## config.mk

```make
export PLATFORM = sky130hd
export DESIGN_NAME = inst_fetch_unit
export DESIGN_NICKNAME = d
export VERILOG_FILES = /design/src/rtl/inst_fetch_unit.sv
export SDC_FILE = /design/constraint.sdc
export NUM_CORES = 1
export LEC_CHECK = 0
export BUFFER_PORTS_ARGS = -buffer_cell sky130_fd_sc_hd__buf_2
export CORE_ASPECT_RATIO = 1.2
export CORE_MARGIN = 5
export CORE_UTILIZATION = 56
export DETAILED_ROUTE_END_ITERATION = 8
export PLACE_DENSITY = 0.86
export SYNTH_ARGS = -nofsm -noshare
export SYNTH_HDL_FRONTEND = slang
export SYNTH_SLANG_ARGS = --single-unit
```

## constraint.sdc

```tcl
create_clock -name clk -period 4.77 [get_ports clk]
set_input_delay 0.2385 -clock clk [delete_from_list [all_inputs] [get_ports clk]]
set_output_delay 0.2385 -clock clk [all_outputs]
set_load 0.02 [all_outputs]
```

## src/rtl/inst_fetch_unit.sv

```systemverilog
// -----------------------------------------------------------------------------
// inst_fetch_unit
//
// Instruction fetch front end. Issues word-aligned fetches on a pipelined
// instruction-memory port (address phase with grant, in-order data phase),
// buffers returned words together with their PCs in a small FIFO and hands
// them to the decoder over a valid/ready handshake. A taken branch/jump
// (decoder pc_src, accepted together with the instruction it belongs to)
// flushes the FIFO, marks every in-flight response for discard and restarts
// fetch at the target.
//
// Optional feature macro: FETCH_BYPASS_EN
//   defined   : a kept response arriving while the FIFO is empty is presented
//               on inst/inst_pc/inst_valid in the same cycle; if accepted it
//               is never written to the FIFO.
//   undefined : every word goes through the FIFO; inst, inst_pc and
//               inst_valid come straight from registers.
//
// Parameters
//   DEPTH       FIFO entries and maximum outstanding requests (power of 2, >= 2)
//   RESET_PC    first fetch address after reset
//
// Ports
//   clk, rst_n            clock (rising edge), async active-low reset
//   imem_req/imem_addr    address-phase request and word-aligned address
//   imem_gnt              address accepted when imem_req && imem_gnt
//   imem_rvalid/rdata     in-order data phase, one pulse per granted request
//   inst/inst_pc          instruction at the FIFO head and its PC
//   inst_valid/inst_ready decoder handshake; head consumed when both high
//   redirect/redirect_pc  taken branch/jump and its target (bits [1:0] ignored)
// -----------------------------------------------------------------------------
module inst_fetch_unit #(
    parameter int          DEPTH    = 2,
    parameter logic [31:0] RESET_PC = 32'h0000_0000
) (
    input  logic        clk,
    input  logic        rst_n,
    output logic        imem_req,
    output logic [31:0] imem_addr,
    input  logic        imem_gnt,
    input  logic        imem_rvalid,
    input  logic [31:0] imem_rdata,
    output logic [31:0] inst,
    output logic [31:0] inst_pc,
    output logic        inst_valid,
    input  logic        inst_ready,
    input  logic        redirect,
    input  logic [31:0] redirect_pc
);

    localparam int CW = $clog2(DEPTH + 1);   // counters span 0..DEPTH
    localparam int PW = $clog2(DEPTH);       // PC-queue pointers

    // -------------------------------------------------------------------------
    // State
    // -------------------------------------------------------------------------
    logic [31:0]   fetch_pc;
    logic          started;
    logic [CW-1:0] count;         // words held in the FIFO
    logic [CW-1:0] outstanding;   // granted, data not yet returned
    logic [CW-1:0] discard;       // in-flight responses still to be dropped
    logic          head_valid;    // registered copy of (count != 0)

    // Shift-style FIFO: entry 0 is always the head, so the head drives the
    // outputs directly from flops.
    logic [31:0] fifo_pc   [DEPTH];
    logic [31:0] fifo_inst [DEPTH];

    // PCs of granted requests, consumed in order as responses come back
    // (dropped responses consume their entry too).
    logic [31:0]   pcq [DEPTH];
    logic [PW-1:0] pcq_wr;
    logic [PW-1:0] pcq_rd;

    // -------------------------------------------------------------------------
    // Per-cycle events
    // -------------------------------------------------------------------------
    logic          grant;
    logic          resp_fire;
    logic          resp_keep;
    logic          bypass_hit;
    logic          bypass_take;
    logic          fifo_pop;
    logic          fifo_push;
    logic          redirect_taken;
    logic [CW:0]   inflight_total;
    logic [CW-1:0] count_after_pop;
    logic [CW-1:0] count_next;
    logic [CW-1:0] outstanding_next;
    logic [31:0]   fifo_pc_next   [DEPTH];
    logic [31:0]   fifo_inst_next [DEPTH];
    logic          unused_redirect_lsbs;

    assign unused_redirect_lsbs = ^redirect_pc[1:0];

    // A response with nothing outstanding is a protocol error; it is ignored.
    assign resp_fire = imem_rvalid && (outstanding != '0);
    assign resp_keep = resp_fire && (discard == '0);

`ifdef FETCH_BYPASS_EN
    assign bypass_hit = resp_keep && !head_valid;
    assign inst_valid = head_valid || bypass_hit;
    assign inst       = bypass_hit ? imem_rdata  : fifo_inst[0];
    assign inst_pc    = bypass_hit ? pcq[pcq_rd] : fifo_pc[0];
`else
    assign bypass_hit = 1'b0;
    assign inst_valid = head_valid;
    assign inst       = fifo_inst[0];
    assign inst_pc    = fifo_pc[0];
`endif

    assign bypass_take    = bypass_hit && inst_ready;
    assign fifo_pop       = head_valid && inst_ready;
    assign redirect_taken = redirect && inst_valid && inst_ready;

    // Only issue when a FIFO slot is guaranteed for the returning word.
    assign inflight_total = {1'b0, count} + {1'b0, outstanding};
    assign imem_req  = started && !redirect_taken &&
                       (inflight_total < (CW + 1)'(DEPTH));
    assign imem_addr = fetch_pc;
    assign grant     = imem_req && imem_gnt;

    // A response arriving with a taken redirect is dropped, unless it is the
    // bypassed word that the redirect itself consumes.
    assign fifo_push        = resp_keep && !bypass_take && !redirect_taken;
    assign count_after_pop  = count - CW'(fifo_pop);
    assign count_next       = redirect_taken ? '0 : count_after_pop + CW'(fifo_push);
    assign outstanding_next = outstanding + CW'(grant) - CW'(resp_fire);

    // NOTE: every signal assigned in always_comb gets a default first, so no
    // path leaves it unassigned and no latch is inferred.
    always_comb begin
        for (int i = 0; i < DEPTH; i++) begin
            fifo_pc_next[i]   = fifo_pc[i];
            fifo_inst_next[i] = fifo_inst[i];
        end
        if (fifo_pop) begin
            for (int i = 0; i < DEPTH - 1; i++) begin
                fifo_pc_next[i]   = fifo_pc[i + 1];
                fifo_inst_next[i] = fifo_inst[i + 1];
            end
        end
        if (fifo_push) begin
            for (int i = 0; i < DEPTH; i++) begin
                if (CW'(i) == count_after_pop) begin
                    fifo_pc_next[i]   = pcq[pcq_rd];
                    fifo_inst_next[i] = imem_rdata;
                end
            end
        end
    end

    // -------------------------------------------------------------------------
    // Registers
    // -------------------------------------------------------------------------
    // NOTE: sequential state uses non-blocking assignments so every flop
    // samples the pre-edge values regardless of statement order.
    always_ff @(posedge clk or negedge rst_n) begin
        if (!rst_n) begin
            fetch_pc    <= RESET_PC;
            started     <= 1'b0;
            count       <= '0;
            outstanding <= '0;
            discard     <= '0;
            head_valid  <= 1'b0;
            pcq_wr      <= '0;
            pcq_rd      <= '0;
            for (int i = 0; i < DEPTH; i++) begin
                fifo_pc[i]   <= '0;
                fifo_inst[i] <= '0;
            end
        end else begin
            started <= 1'b1;

            if (redirect_taken) begin
                fetch_pc <= {redirect_pc[31:2], 2'b00};
            end else if (grant) begin
                fetch_pc <= fetch_pc + 32'd4;
            end

            if (grant) begin
                pcq_wr <= pcq_wr + PW'(1);
            end
            if (resp_fire) begin
                pcq_rd <= pcq_rd + PW'(1);
            end

            count       <= count_next;
            head_valid  <= (count_next != '0);
            outstanding <= outstanding_next;

            // Everything still in flight after this cycle belongs to the old
            // path; no grant can occur in the redirect cycle.
            if (redirect_taken) begin
                discard <= outstanding_next;
            end else if (resp_fire && (discard != '0)) begin
                discard <= discard - CW'(1);
            end

            for (int i = 0; i < DEPTH; i++) begin
                fifo_pc[i]   <= fifo_pc_next[i];
                fifo_inst[i] <= fifo_inst_next[i];
            end
        end
    end

    // NOTE: the PC queue is plain storage with no reset; an entry is only
    // read after its grant has written it, so its power-up value is never seen.
    always_ff @(posedge clk) begin
        if (grant) begin
            pcq[pcq_wr] <= fetch_pc;
        end
    end

    a_no_stray_rvalid : assert property (
        @(posedge clk) disable iff (!rst_n) imem_rvalid |-> (outstanding != '0)
    );

endmodule

```

==> Flow_metrics.wiki, run 1 <==
{| class="wikitable"
! Metric !! Value
|-
| Router iterations before antenna repair || 5
|-
| Die W || between 100 and 150 µm
|-
| Cell count after synthesis || 830
|-
| Pin count of the biggest net entering global routing || 82
|-
| Dpl cells || 1114
|-
| Fillers || ~1200
|-
| Slew Viols, Final || 0
|-
| Path type of the worst setup path || reg2reg
|-
| Number of endpoints with negative hold slack in the final report || 0
|-
| Leading register cell type out of synthesis || dfrtp_1
|-
| Cell at the root of the clock tree || clkbuf_16
|-
| Kind of start point of the critical path || flip-flop
|-
| Capturing point of the worst reg2reg path || discard[1]
|-
| Placeable core region || between 0.015 and 0.02 mm²
|-
| Leading area contributor after synthesis || dfrtp_1
|-
| DP HPWL || 12780 µm
|-
| Summed instance area of the synthesized netlist || around 0.010 mm²
|-
| Stages on worst setup path || 11
|-
| Sum of buffers and inverters on the critical path || 1
|-
| Longest Clk Path Bufs || 3
|-
| Final #Nets || 1042
|-
| FMAX || between 0.3 and 0.4 GHz
|-
| Worst reg2reg path startpoint || outstanding[0]
|-
| Overflow left after global routing || 0
|-
| Htree depth || 1
|-
| Total number of clock tree sinks || between 200 and 250
|-
| Area growth, synth to finish || 16.84%
|-
| DRC Markers || 0
|-
| Count of flip-flops with a built-in enable after synthesis || 60
|-
| Accumulated negative setup slack || 0 ns
|-
| Leakage || approximately 0.0053 µW
|-
| Worst setup skew after layout || 0.01540 ns
|-
| Setup repair after global routing missed its margin || false
|-
| Number of global-route vias before repair || ~6800
|-
| Cell type group with the largest total delay on the critical path || simple AND/OR/NAND/NOR gates
|-
| Overall global routing resource usage || between 10% and 20%
|-
| Per-cell routed wire length || roughly 17 µm
|-
| Final critical-path share of the clock period || a little under two thirds
|-
| Number of non-filler instances in the completed layout || 1201
|-
| Slowest-stage cell, CP || fa_1
|-
| Overall die area || 0.02059 mm²
|-
| Reg clk slew, reported paths || around 0.06 ns
|-
| Antenna violations before repair || 0
|-
| Most common cell in the netlist || dfrtp_1
|-
| Time the final worst path needs with I/O delays and setup || about 3 ns
|-
| Placed Instance Area || approximately 0.010 mm²
|-
| Most frequent cells after synthesis || dfrtp_1 (166), nor2_1 (79), buf_4 (70), a21oi_1 (66), mux2i_1 (64)
|-
| Slew HR || 28.28%
|-
| # diodes || 0
|-
| Number of DRC markers after the initial detailed-route iteration || ~350
|-
| Routability congestion estimate from global placement || 0.8055
|-
| Cell-by-cell trace of the critical path || and2_1, fa_1, or3b_4, nor2_1, nand2_1, ha_1, inv_1, ha_1, xnor2_1, xnor2_1, o21a_1
|-
| Clock buffers created by TritonCTS || 22
|-
| Final standard cell area without fillers || between 0.01 and 0.015 mm²
|-
| Combined area of the multi-input logic cells || about 0.0033 mm²
|-
| Peak supply drop || ~0.00042 V
|-
| Warning count from the yosys run || 0
|-
| Worst slew pin tran || around 1.1 ns
|-
| Number of flip-flops and latches in the synthesized netlist || 226
|-
| Number of unique standard cell types used by synthesis || 48
|-
| Per-instance average area after synthesis || between 10 and 15 µm²
|-
| Starting density of the core || a little under three fifths
|-
| Global-route wire length before repair || approximately 34000 µm
|-
| Ranking of synthesized cells by area || dfrtp_1 (42%), edfxtp_1 (18%), mux2_2 (7.0%)
|-
| CTS tree || yes
|-
| Min-Delay Startpoint || redirect_pc[28]
|-
| Final number of setup-violating endpoints || 0
|-
| Async S/R FF share, synth || approximately three quarters
|-
| Routed Wire Length || between 20000 and 25000 µm
|-
| Depth of the worst register-to-register path || 11
|-
| Row Count || 53
|-
| Data arrival time of the worst path || approximately 3.4 ns
|-
| Mean number of vias per cell || 5.413
|-
| Post-detailed-route count of antenna-violating nets || 0
|-
| Delay of the slowest critical-path stage || 0.44 ns
|-
| Flop-to-flop setup slack || about 1.7 ns
|-
| Clock Latency Late Sink || between 0.4 and 0.5 ns
|-
| Share of the synthesized area in the top cell type || around two fifths
|-
| Num ports || 168
|-
| Share of synthesized area occupied by flip-flops and latches || about three fifths
|-
| Cells on Worst Hold Path || 3
|-
| Sequential cell area || about 0.0060 mm²
|-
| Port Buffer Count || roughly 160
|-
| Worst min-delay path endpoint || imem_addr[28]
|-
| Run status || finished clean
|-
| Chip Height || between 150 and 200 µm
|-
| Layout cells sized above 1 || between 20% and 30%
|-
| Max-cap violation count || 0
|-
| Kind of end point of the critical path || flip-flop
|-
| Classification of the worst-slack hold path || in2reg
|-
| Worst Path Required || 5.15 ns
|-
| CP max FO || 5
|-
| Number of post-CTS setup repair buffers || 0
|-
| Detailed-route via count || 6501
|-
| Power Density || 679.4 mW/mm²
|}
[layer usage]
| metal | track usage [%] | up-vias | share of wire, % |
|---|---|---|---|
| met2 | 33.74 | 190 | 50 |
| met5 | 0 | - | 0 |
| met4 | 5.537 | 0 | 2.0 |
| li1 | - | 3119 | - |
| met3 | 3.355 | 34 | 4.9 |
| met1 | 26.05 | 3158 | 43 |
[placed cells by master (no fill, tap or decap), types with 4 or more instances in the layout]
cell type and count:
nor2_1 78, o21ai_0 43, clkbuf_1 6, and3_1 10
mux2_2 62, nand3_1 10, a31oi_1 4, buf_2 162
o21ai_1 5, mux2i_1 64, and2_1 5, ha_1 6
clkbuf_16 23, nand4_1 12, xnor2_1 7, nand2_1 54
inv_1 8, dfrtp_1 166, xor2_1 17, a211oi_1 4
edfxtp_1 60, buf_4 13, a21oi_1 66, dlygate4sd3_1 47
clkinv_2 4
[stage by stage]
stage	total power (µW)	hold slack [ns]	util, %	worst slack [ns]
finish	7917	0.01767	66.56	1.721
global route	8440	0.0009799	66.56	1.603
detailed placement	6281	0.3228	59.92	1.737
CTS	7982	0.001074	66.56	1.708
global placement	6121	0.3136	59.92	1.826
floorplan	5695	-0.05709	-	1.008
[sequential cells by signal, summed over array words and instances (netlist names), 30 cells and up]
name and cells:
fifo_pc 30, pcq 60, imem_addr 30, fifo_inst 32, inst_pc 32, inst 32
[worst min-delay path, cell delays in order]
cell	delay (ns)
buf_2	0.08
nor2_1	0.03
a21oi_1	0.11
[worst max-delay path by stage]
| stage | startpoint | end | slack, ns |
|---|---|---|---|
| after CTS | outstanding[0] | discard[1] | 1.71 |
| after detailed placement | outstanding[0] | discard[1] | 1.74 |
| final | outstanding[0] | discard[1] | 1.72 |
| after global routing | outstanding[0] | discard[1] | 1.60 |
| after floorplan | outstanding[0] | pcq[0][10] | 1.01 |
| after global placement | outstanding[0] | discard[1] | 1.83 |
[area by class of cell]
| cell class | count | share of cell area, % |
|---|---|---|
| sequential | 226 | 51.11 |
| multi-input combinational | 484 | 28.40 |
| timing repair buffer | 223 | 11.93 |
| clock buffer | 30 | 5.251 |
| tap | 220 | 2.362 |
| clock inverter | 10 | 0.6872 |
| inverter | 8 | 0.2577 |
[power by group]
part	internal (µW)	total (µW)	leakage [µW]	switching [µW]
sequential	2860	3420	0.00253	558
combinational	1210	2860	0.00245	1650
clock	955	1640	0.000331	689
total	5020	7920	0.00531	2900
[logic make-up after synthesis]
kind of cell / after synthesis / synth area share [%]
compound gates: 137 / 7.565
xor+xnor: 24 / 2.108
fa+ha+maj: 7 / 0.9534
buf+inv: 121 / 7.414
flops: 226 / 59.72
mux: 126 / 13.42
other cells: 2 / 0.07530
simple gates: 187 / 8.744
[timing repair]
| item | in CTS | in global routing |
|---|---|---|
| gates resized for setup | 0 | 0 |
| hold buffers | 47 | 0 |
| endpoints found under the hold margin | 128 | 0 |
No activity file was read; power rests on OpenSTA's default activity.
==> run 2: changes to the inputs <==
--- a/config.mk
+++ b/config.mk
@@ -5,12 +5,13 @@
 export SDC_FILE = /design/constraint.sdc
 export NUM_CORES = 1
 export LEC_CHECK = 0
+export ABC_AREA = 1
 export BUFFER_PORTS_ARGS = -buffer_cell sky130_fd_sc_hd__buf_2
 export CORE_ASPECT_RATIO = 1.2
 export CORE_MARGIN = 5
-export CORE_UTILIZATION = 56
+export CORE_UTILIZATION = 52
 export DETAILED_ROUTE_END_ITERATION = 8
-export PLACE_DENSITY = 0.86
+export PLACE_DENSITY = 0.84
 export SYNTH_ARGS = -nofsm -noshare
 export SYNTH_HDL_FRONTEND = slang
 export SYNTH_SLANG_ARGS = --single-unit
==> constraint.sdc (replaced) <==
create_clock -name clk -period 2.65 [get_ports clk]
set_input_delay 0.1325 -clock clk [delete_from_list [all_inputs] [get_ports clk]]
set_output_delay 0.1325 -clock clk [all_outputs]
set_load 0.02 [all_outputs]
==> Flow_metrics.wiki, run 2 <==
{| class="wikitable"
! Metric !! Value
|-
| Placeable core region || 0.02083 mm² (+19%)
|-
| Power Density || 1152 mW/mm² (+70%)
|-
| Comb pwr share || 37.4% (+1.3 points)
|-
| Max FFs per register || 60 (unchanged)
|-
| Routed Wire Length || 24990 µm (+24%)
|-
| Proportion of power drawn by the clock network || 22.0% (+1.2 points)
|-
| Pint || 8957 µW (+78%)
|-
| Share of the synthesized area in the top cell type || 38.06% (-3.6 points)
|-
| Antenna violations before repair || 0 (unchanged)
|-
| Port Buffer Count || 163 (unchanged)
|-
| Run status || finished clean
|-
| Number of DRC markers after the initial detailed-route iteration || 519 (+48%)
|-
| Flop-to-flop setup slack || 0.26 ns (-1.47 ns)
|-
| Post-Synth Simple-Gate Area || 24.84% (+16 points)
|-
| Placed Instance Area || 0.01157 mm² (+10%)
|-
| Max-cap violation count || 0 (unchanged)
|-
| Most frequent cells in the layout || nand2_1 (546), dfrtp_1 (166), buf_2 (162), inv_1 (116), o21ai_0 (92)
|-
| Num ports || 168 (unchanged)
|-
| DRC Markers || 0 (unchanged)
|-
| Worst Path Required || 2.99 ns (-2.16 ns)
|-
| Number of unique standard cell types used by synthesis || 37 (-23%)
|-
| Per-instance average area after synthesis || 8.175 µm² (-32%)
|-
| Part of the power in registers || 40.5% (-2.7 points)
|-
| Number of non-filler instances in the completed layout || 1771 (+47%)
|-
| Dpl cells || 1667 (+50%)
|-
| Switching power || 5980 µW (+110%)
|-
| Chip Height || 168.7 µm (+8.0%)
|-
| Share of synthesized area occupied by flip-flops and latches || 54.57% (-5.1 points)
|-
| Cell count after synthesis || 1335 (+61%)
|-
| Die W || 142.3 µm (+7.9%)
|-
| Htree depth || 1 (unchanged)
|-
| Warning count from the yosys run || 0 (unchanged)
|-
| Ranking of synthesized cells by area || dfrtp_1 (38%), nand2_1 (19%), edfxtp_1 (17%)
|-
| CP max FO || 21 (+16)
|-
| Depth of the worst register-to-register path || 10 (-1)
|-
| Adder and majority cell fraction of the synthesized area || 0.8713% (-0.082 points)
|-
| Overall global routing resource usage || 20.73% (+1.1 points)
|-
| Mean number of vias per cell || 5.035 (-7.0%)
|-
| Synthesized-area fraction occupied by xor and xnor cells || 0.6420% (-1.5 points)
|-
| Total number of clock tree sinks || 226 (unchanged)
|-
| DP HPWL || 15990 µm (+25%)
|-
| Leading area contributor after synthesis || dfrtp_1
|-
| Detailed-route via count || 8917 (+37%)
|-
| Cells on Worst Hold Path || 4 (+1)
|-
| FMAX || 0.4177 GHz (+27%)
|-
| Layout cells sized above 1 || 15.86% (-13 points)
|-
| Per-cell routed wire length || 14.11 µm (-16%)
|-
| Fillers || 1677 (+37%)
|-
| Worst setup skew after layout || 0.01647 ns (+0.001072 ns)
|-
| Final standard cell area without fillers || 0.01297 mm² (+11%)
|-
| Slew Viols, Final || 0 (unchanged)
|-
| Capturing point of the worst reg2reg path || imem_addr[5]
|-
| Start point of the critical path || outstanding[0]
|-
| Final #Nets || 1562 (+50%)
|-
| Longest Clk Path Bufs || 3 (unchanged)
|-
| Router iterations before antenna repair || 5 (unchanged)
|-
| Global-route wire length before repair || 41630 µm (+23%)
|-
| Worst reg2reg path startpoint || outstanding[0]
|-
| Overall die area || 0.02400 mm² (+17%)
|-
| Summed instance area of the synthesized netlist || 0.01091 mm² (+9.4%)
|-
| Count of flip-flops with a built-in enable after synthesis || 60 (unchanged)
|-
| Kind of start point of the critical path || flip-flop
|-
| Largest family of logic cells by synthesized area || simple AND/OR/NAND/NOR gates
|-
| Path type of the worst setup path || reg2reg
|-
| Worst slew pin tran || 0.8977 ns (-0.1754 ns)
|-
| Final standard cell utilization of the core || 62.27% (-4.3 points)
|-
| Classification of the worst-slack hold path || in2reg
|-
| Switching power share of the total || 40.03% (+3.4 points)
|-
| Data arrival time of the worst path || 2.74 ns (-0.69 ns)
|-
| Area growth, synth to finish || 18.82%
|-
| Final critical-path share of the clock period || 90.34% (+26 points)
|-
| Time the final worst path needs with I/O delays and setup || 2.394 ns (-0.6547 ns)
|-
| Worst min-delay path endpoint || imem_addr[18]
|-
| Number of global-route vias before repair || 8774 (+29%)
|-
| Overflow left after global routing || 0 (unchanged)
|-
| Slew HR || 40.16% (+12 points)
|-
| Reg clk slew, reported paths || 0.06 ns (about the same)
|-
| Cell at the root of the clock tree || clkbuf_16
|-
| Leading register cell type out of synthesis || dfrtp_1
|-
| Starting density of the core || 52.40% (-4.6 points)
|-
| Final number of setup-violating endpoints || 0 (unchanged)
|-
| Multiplexer area fraction after synthesis || 0% (-13 points)
|-
| Most frequent cells after synthesis || nand2_1 (546), dfrtp_1 (166), inv_1 (116), o21ai_0 (92), buf_4 (71)
|-
| Async S/R FF share, synth || 73.45% (unchanged)
|-
| Number of endpoints with negative hold slack in the final report || 0 (unchanged)
|-
| Accumulated negative setup slack || 0 ns (unchanged)
|-
| Total power draw || 14940 µW (+89%)
|-
| Most common cell in the netlist || nand2_1
|-
| Leakage || 0.006490 µW (+22%)
|-
| CTS tree || yes
|-
| Number of flip-flops and latches in the synthesized netlist || 226 (unchanged)
|-
| Peak supply drop || 0.0007149 V (+71%)
|-
| Number of post-CTS setup repair buffers || 0 (unchanged)
|-
| Min-Delay Startpoint || redirect_pc[18]
|-
| Post-synthesis compound-gate area fraction || 7.784% (+0.22 points)
|-
| Kind of end point of the critical path || flip-flop
|-
| Row Count || 58 (+9.4%)
|-
| Clock Latency Late Sink || 0.50 ns (about the same)
|-
| Setup repair after global routing missed its margin || false
|-
| Routability congestion estimate from global placement || 0.8849 (+9.9%)
|-
| # diodes || 0 (unchanged)
|-
| Most common cell after layout, fill and taps aside || nand2_1
|-
| Clock buffers created by TritonCTS || 23 (+4.5%)
|-
| Post-detailed-route count of antenna-violating nets || 0 (unchanged)
|-
| Pin count of the biggest net entering global routing || 95 (+16%)
|-
| Register name with the most flops || pcq
|}
-- run 2: per-stage QoR --
| stage | worst slack [ns] | hold WS [ns] |
|---|---|---|
| after detailed placement | 0.2788 | -0.02424 |
| after global routing | 0.07750 | 0.03928 |
| after CTS | 0.2378 | 0.003861 |
| after floorplan | -0.05759 | -0.1631 |
| after global placement | 0.3412 | -0.02690 |
| final | 0.2559 | 0.01148 |
-- run 2: timing repair --
item,in CTS,in global routing
resized for setup,0,0
setup endpoints to repair,0,0
hold buffers,63,0
hold endpoints to repair,260,0
-- run 2: power groups by stage --
| stage | Sequential [µW] | Clock, µW | Combinational (µW) |
|---|---|---|---|
| after floorplan | 6050 | 0 | 4250 |
| after global placement | 6020 | 0 | 5320 |
| after detailed placement | 6090 | 0 | 5490 |
| after CTS | 6040 | 3360 | 5620 |
| after global routing | 6220 | 3520 | 6330 |
| final | 6060 | 3290 | 5590 |
-- run 2: layout make-up --
type                    instances  area [µm²]  share of cell area (%)
clock buffers                  29       629.4                   4.853
clock inverters                12       141.4                   1.090
inverters                     121       454.2                   3.502
multi-input cells             867        3747                   28.90
flip-flops and latches        226        5956                   45.92
well taps                     270       337.8                   2.605
repair buffers                246        1703                   13.13
-- run 2: worst max path at each step --
stage          cells after the start  slack (ns)       endpoint
2_1_floorplan                      8       -0.06     pcq[0][10]
5_1_grt                           14        0.08     discard[1]
6_report                          10        0.26   imem_addr[5]
4_1_cts                           10        0.24   imem_addr[5]
3_3_place_gp                      11        0.34  imem_addr[16]
3_5_place_dp                      11        0.28  imem_addr[18]
-- run 2: cell families (layout without fill, tap and decap cells) --
family / count (synthesis) / in the layout
XOR/XNOR: 8 / 8
adder cells (fa/ha/maj): 7 / 7
buffers and inverters: 243 / 408
other: 2 / 3
AND/OR/NAND/NOR: 682 / 682
flip-flops: 226 / 226
AO/OA/AOI/OAI: 167 / 167
-- run 2: worst max-delay path, cell delays in order (launching register included) --
cell,delay [ns]
dfrtp_1,0.41
nand2_1,0.08
inv_1,0.05
fa_1,0.47
nor2_1,0.04
nand2_1,0.06
nor2_2,0.04
nand2_2,0.08
nand2_1,0.18
inv_1,0.60
o21ai_0,0.22
-- run 2: routing by layer --
| metal | GRT usage [%] | up-vias | share of wire (%) |
|---|---|---|---|
| met1 | 26.66 | 4101 | 41 |
| met2 | 35.41 | 346 | 48 |
| met3 | 3.278 | 57 | 7.4 |
| met5 | 0 | - | 0 |
| met4 | 7.596 | 0 | 3.3 |
| li1 | - | 4413 | - |
==> run 3: changes to the inputs <==
--- a/config.mk
+++ b/config.mk
@@ -5,13 +5,13 @@
 export SDC_FILE = /design/constraint.sdc
 export NUM_CORES = 1
 export LEC_CHECK = 0
-export ABC_AREA = 1
 export BUFFER_PORTS_ARGS = -buffer_cell sky130_fd_sc_hd__buf_2
 export CORE_ASPECT_RATIO = 1.2
 export CORE_MARGIN = 5
-export CORE_UTILIZATION = 52
+export CORE_UTILIZATION = 51
 export DETAILED_ROUTE_END_ITERATION = 8
-export PLACE_DENSITY = 0.84
+export PLACE_DENSITY = 0.83
 export SYNTH_ARGS = -nofsm -noshare
 export SYNTH_HDL_FRONTEND = slang
 export SYNTH_SLANG_ARGS = --single-unit
+export TNS_END_PERCENT = 5
==> Flow_metrics.wiki, run 3 (synthesized netlist as in run 1, its figures left out) <==
{| class="wikitable"
! Metric !! Value
|-
| Number of global-route vias before repair || 6706 (-24%)
|-
| Fillers || 1478 (-12%)
|-
| Post-route met1 wirelength || 8480 µm (-18%)
|-
| Total number of clock tree sinks || 226 (unchanged)
|-
| Final standard cell utilization of the core || 62.82% (+0.55 points)
|-
| DP HPWL || 13100 µm (-18%)
|-
| Kind of end point of the critical path || flip-flop
|-
| Number of endpoints with negative hold slack in the final report || 0 (unchanged)
|-
| Starting density of the core || 51.39% (-1.0 points)
|-
| Combined area of the multi-input logic cells || 0.003379 mm² (-9.8%)
|-
| Cells on Worst Hold Path || 4 (unchanged)
|-
| Run status || finished with violations
|-
| Overall die area || 0.02246 mm² (-6.4%)
|-
| Register name with the most flops || pcq
|-
| Reg clk slew, reported paths || 0.06 ns (about the same)
|-
| # diodes || 0 (unchanged)
|-
| Overflow left after global routing || 0 (unchanged)
|-
| CP max FO || 3 (-86%)
|-
| Worst Path Required || 3.03 ns (+0.04 ns)
|-
| Overall global routing resource usage || 18.58% (-2.1 points)
|-
| Antenna violations before repair || 0 (unchanged)
|-
| Num ports || 168 (unchanged)
|-
| Amount of wire on met2 after detailed routing || 10420 µm (-13%)
|-
| FMAX || 0.3747 GHz (-10%)
|-
| Setup repair after global routing missed its margin || true
|-
| Classification of the worst-slack hold path || in2reg
|-
| Time the final worst path needs with I/O delays and setup || 2.669 ns (+0.2745 ns)
|-
| Post-detailed-route count of antenna-violating nets || 0 (unchanged)
|-
| Peak supply drop || 0.0005883 V (-18%)
|-
| Depth of the worst register-to-register path || 11 (+1)
|-
| Routability congestion estimate from global placement || 0.7888 (-11%)
|-
| Mean number of vias per cell || 5.162 (+2.5%)
|-
| Row Count || 56 (-3.4%)
|-
| Least setup slack across all paths after layout || -0.01856 ns (-0.2745 ns)
|-
| Failing checks || setup timing
|-
| Most frequent cells in the layout || dfrtp_1 (166), buf_2 (162), nor2_1 (77), a21oi_1 (66)
|-
| Final #Nets || 1074 (-31%)
|-
| Chip Height || 163.2 µm (-3.3%)
|-
| Clock buffers created by TritonCTS || 23 (unchanged)
|-
| Per-cell routed wire length || 16.19 µm (+15%)
|-
| Worst min-delay path endpoint || imem_addr[4]
|-
| Slew HR || 32.40% (-7.8 points)
|-
| Worst setup skew after layout || 0.009787 ns (-0.006686 ns)
|-
| Number of DRC markers after the initial detailed-route iteration || 302 (-42%)
|-
| Capturing point of the worst reg2reg path || discard[1]
|-
| Kind of start point of the critical path || flip-flop
|-
| Clock Latency Late Sink || 0.49 ns (about the same)
|-
| Worst hold margin || 0.09458 ns (+0.08310 ns)
|-
| Longest Clk Path Bufs || 3 (unchanged)
|-
| Layout cells sized above 1 || 30.21% (+14 points)
|-
| Power Density || 1214 mW/mm² (+5.4%)
|-
| Worst reg2reg path startpoint || outstanding[0]
|-
| Top layer reached by signal wires || met4
|-
| Leakage || 0.005515 µW (-15%)
|-
| Area growth, synth to finish || 22.24%
|-
| Detailed-route via count || 6576 (-26%)
|-
| Total power draw || 14800 µW (-0.89%)
|-
| CTS tree || yes
|-
| Most common cell after layout, fill and taps aside || dfrtp_1
|-
| Cell at the root of the clock tree || clkbuf_16
|-
| Sequential cell area || 0.005956 mm² (unchanged)
|-
| Flop-to-flop setup slack || -0.02 ns (-0.27 ns)
|-
| Htree depth || 1 (unchanged)
|-
| Slew Viols, Final || 0 (unchanged)
|-
| Final critical-path share of the clock period || 100.7% (+10 points)
|-
| Detail Route met3 WL || 1267 µm (-32%)
|-
| Final number of setup-violating endpoints || 1 (+1)
|-
| Routed Wire Length || 20630 µm (-17%)
|-
| Data arrival time of the worst path || 3.05 ns (+0.31 ns)
|-
| Global-route wire length before repair || 33800 µm (-19%)
|-
| Placeable core region || 0.01941 mm² (-6.8%)
|-
| Min-Delay Startpoint || imem_gnt
|-
| Max FFs per register || 60 (unchanged)
|-
| Port Buffer Count || 163 (unchanged)
|-
| Die W || 137.7 µm (-3.2%)
|-
| Router iterations before antenna repair || 4 (-1)
|-
| DRC Markers || 0 (unchanged)
|-
| Pin count of the biggest net entering global routing || 81 (-15%)
|-
| Worst slew pin tran || 1.014 ns (+0.1164 ns)
|-
| Path type of the worst setup path || reg2reg
|-
| Max-cap violation count || 0 (unchanged)
|}
[run 3: changes by cell type in the layout (fill, tap and decap cells not counted), sizes merged, moves of 7 or more]
cell / before / now
nor2: 70 / 79
and3: 0 / 11
inv: 120 / 10
nor3: 9 / 2
xor2: 3 / 17
mux2: 0 / 62
o21ai: 155 / 49
nand2: 548 / 55
nand3: 41 / 12
a21oi: 6 / 66
nand4: 2 / 13
mux2i: 0 / 64
buf: 183 / 190
[run 3: what timing repair did]
| action | CTS | global route |
|---|---|---|
| setup buffers | 4 | 1 |
| endpoints found under the setup margin | 1 | 8 |
| endpoints found under the hold margin | 144 | 0 |
| cloned | 0 | 0 |
| hold buffers | 64 | 0 |
| pin swaps | 9 | 10 |
| gates resized for setup | 6 | 2 |
[run 3: power by group]
| part | internal [µW] | leakage, µW | switching [µW] | total [µW] |
|---|---|---|---|---|
| registers | 5140 | 0.00253 | 1030 | 6170 |
| clock network | 1830 | 0.000352 | 1310 | 3130 |
| logic | 2450 | 0.00263 | 3050 | 5500 |
[run 3: worst max-delay path by stage]
stage | startpoint | to | slack [ns] | cells after the start
3_5_place_dp | outstanding[0] | discard[1] | -0.05 | 11
5_1_grt | outstanding[0] | discard[1] | -0.10 | 11
4_1_cts | count[0] | discard[1] | -0.02 | 11
2_1_floorplan | outstanding[0] | discard[1] | -0.14 | 11
6_report | outstanding[0] | discard[1] | -0.02 | 11
3_3_place_gp | outstanding[0] | discard[1] | 0.04 | 11
[run 3: per-layer routing]
metal,GRT usage [%],vias to the layer above
li1,-,3183
met1,23.71,3176
met2,32.53,175
met3,3.296,42
met4,4.946,0
met5,0,-
[run 3: per-stage QoR]
stage | setup TNS, ns | area, µm² | setup WS [ns] | cells
finish | -0.01856 | 12190 | -0.01856 | 1274
global route | -0.2082 | 12190 | -0.1044 | 1274
CTS | -0.02139 | 12170 | -0.02139 | 1273
detailed placement | -0.04932 | 10730 | -0.04932 | 1164
global placement | 0 | 10730 | 0.03766 | 1164
floorplan | -2.356 | 9996 | -0.1431 | 831
[run 3: critical path: stages (launching register included)]
cell and delay, ns:
dfrtp_1 0.38, and2_4 0.16, fa_1 0.45, or3b_4 0.45
nor2_4 0.11, nand2_2 0.09, ha_4 0.27, inv_2 0.04
ha_4 0.17, xnor2_4 0.13, xnor2_2 0.14, o21a_1 0.17
[run 3: area by class of cell]
type,instances,area share [%]
inverter,8,0.2463
clock inverter,14,1.098
tap,261,2.679
sequential,226,48.85
timing repair buffer,254,14.48
clock buffer,27,4.926
multi-input combinational,484,27.72
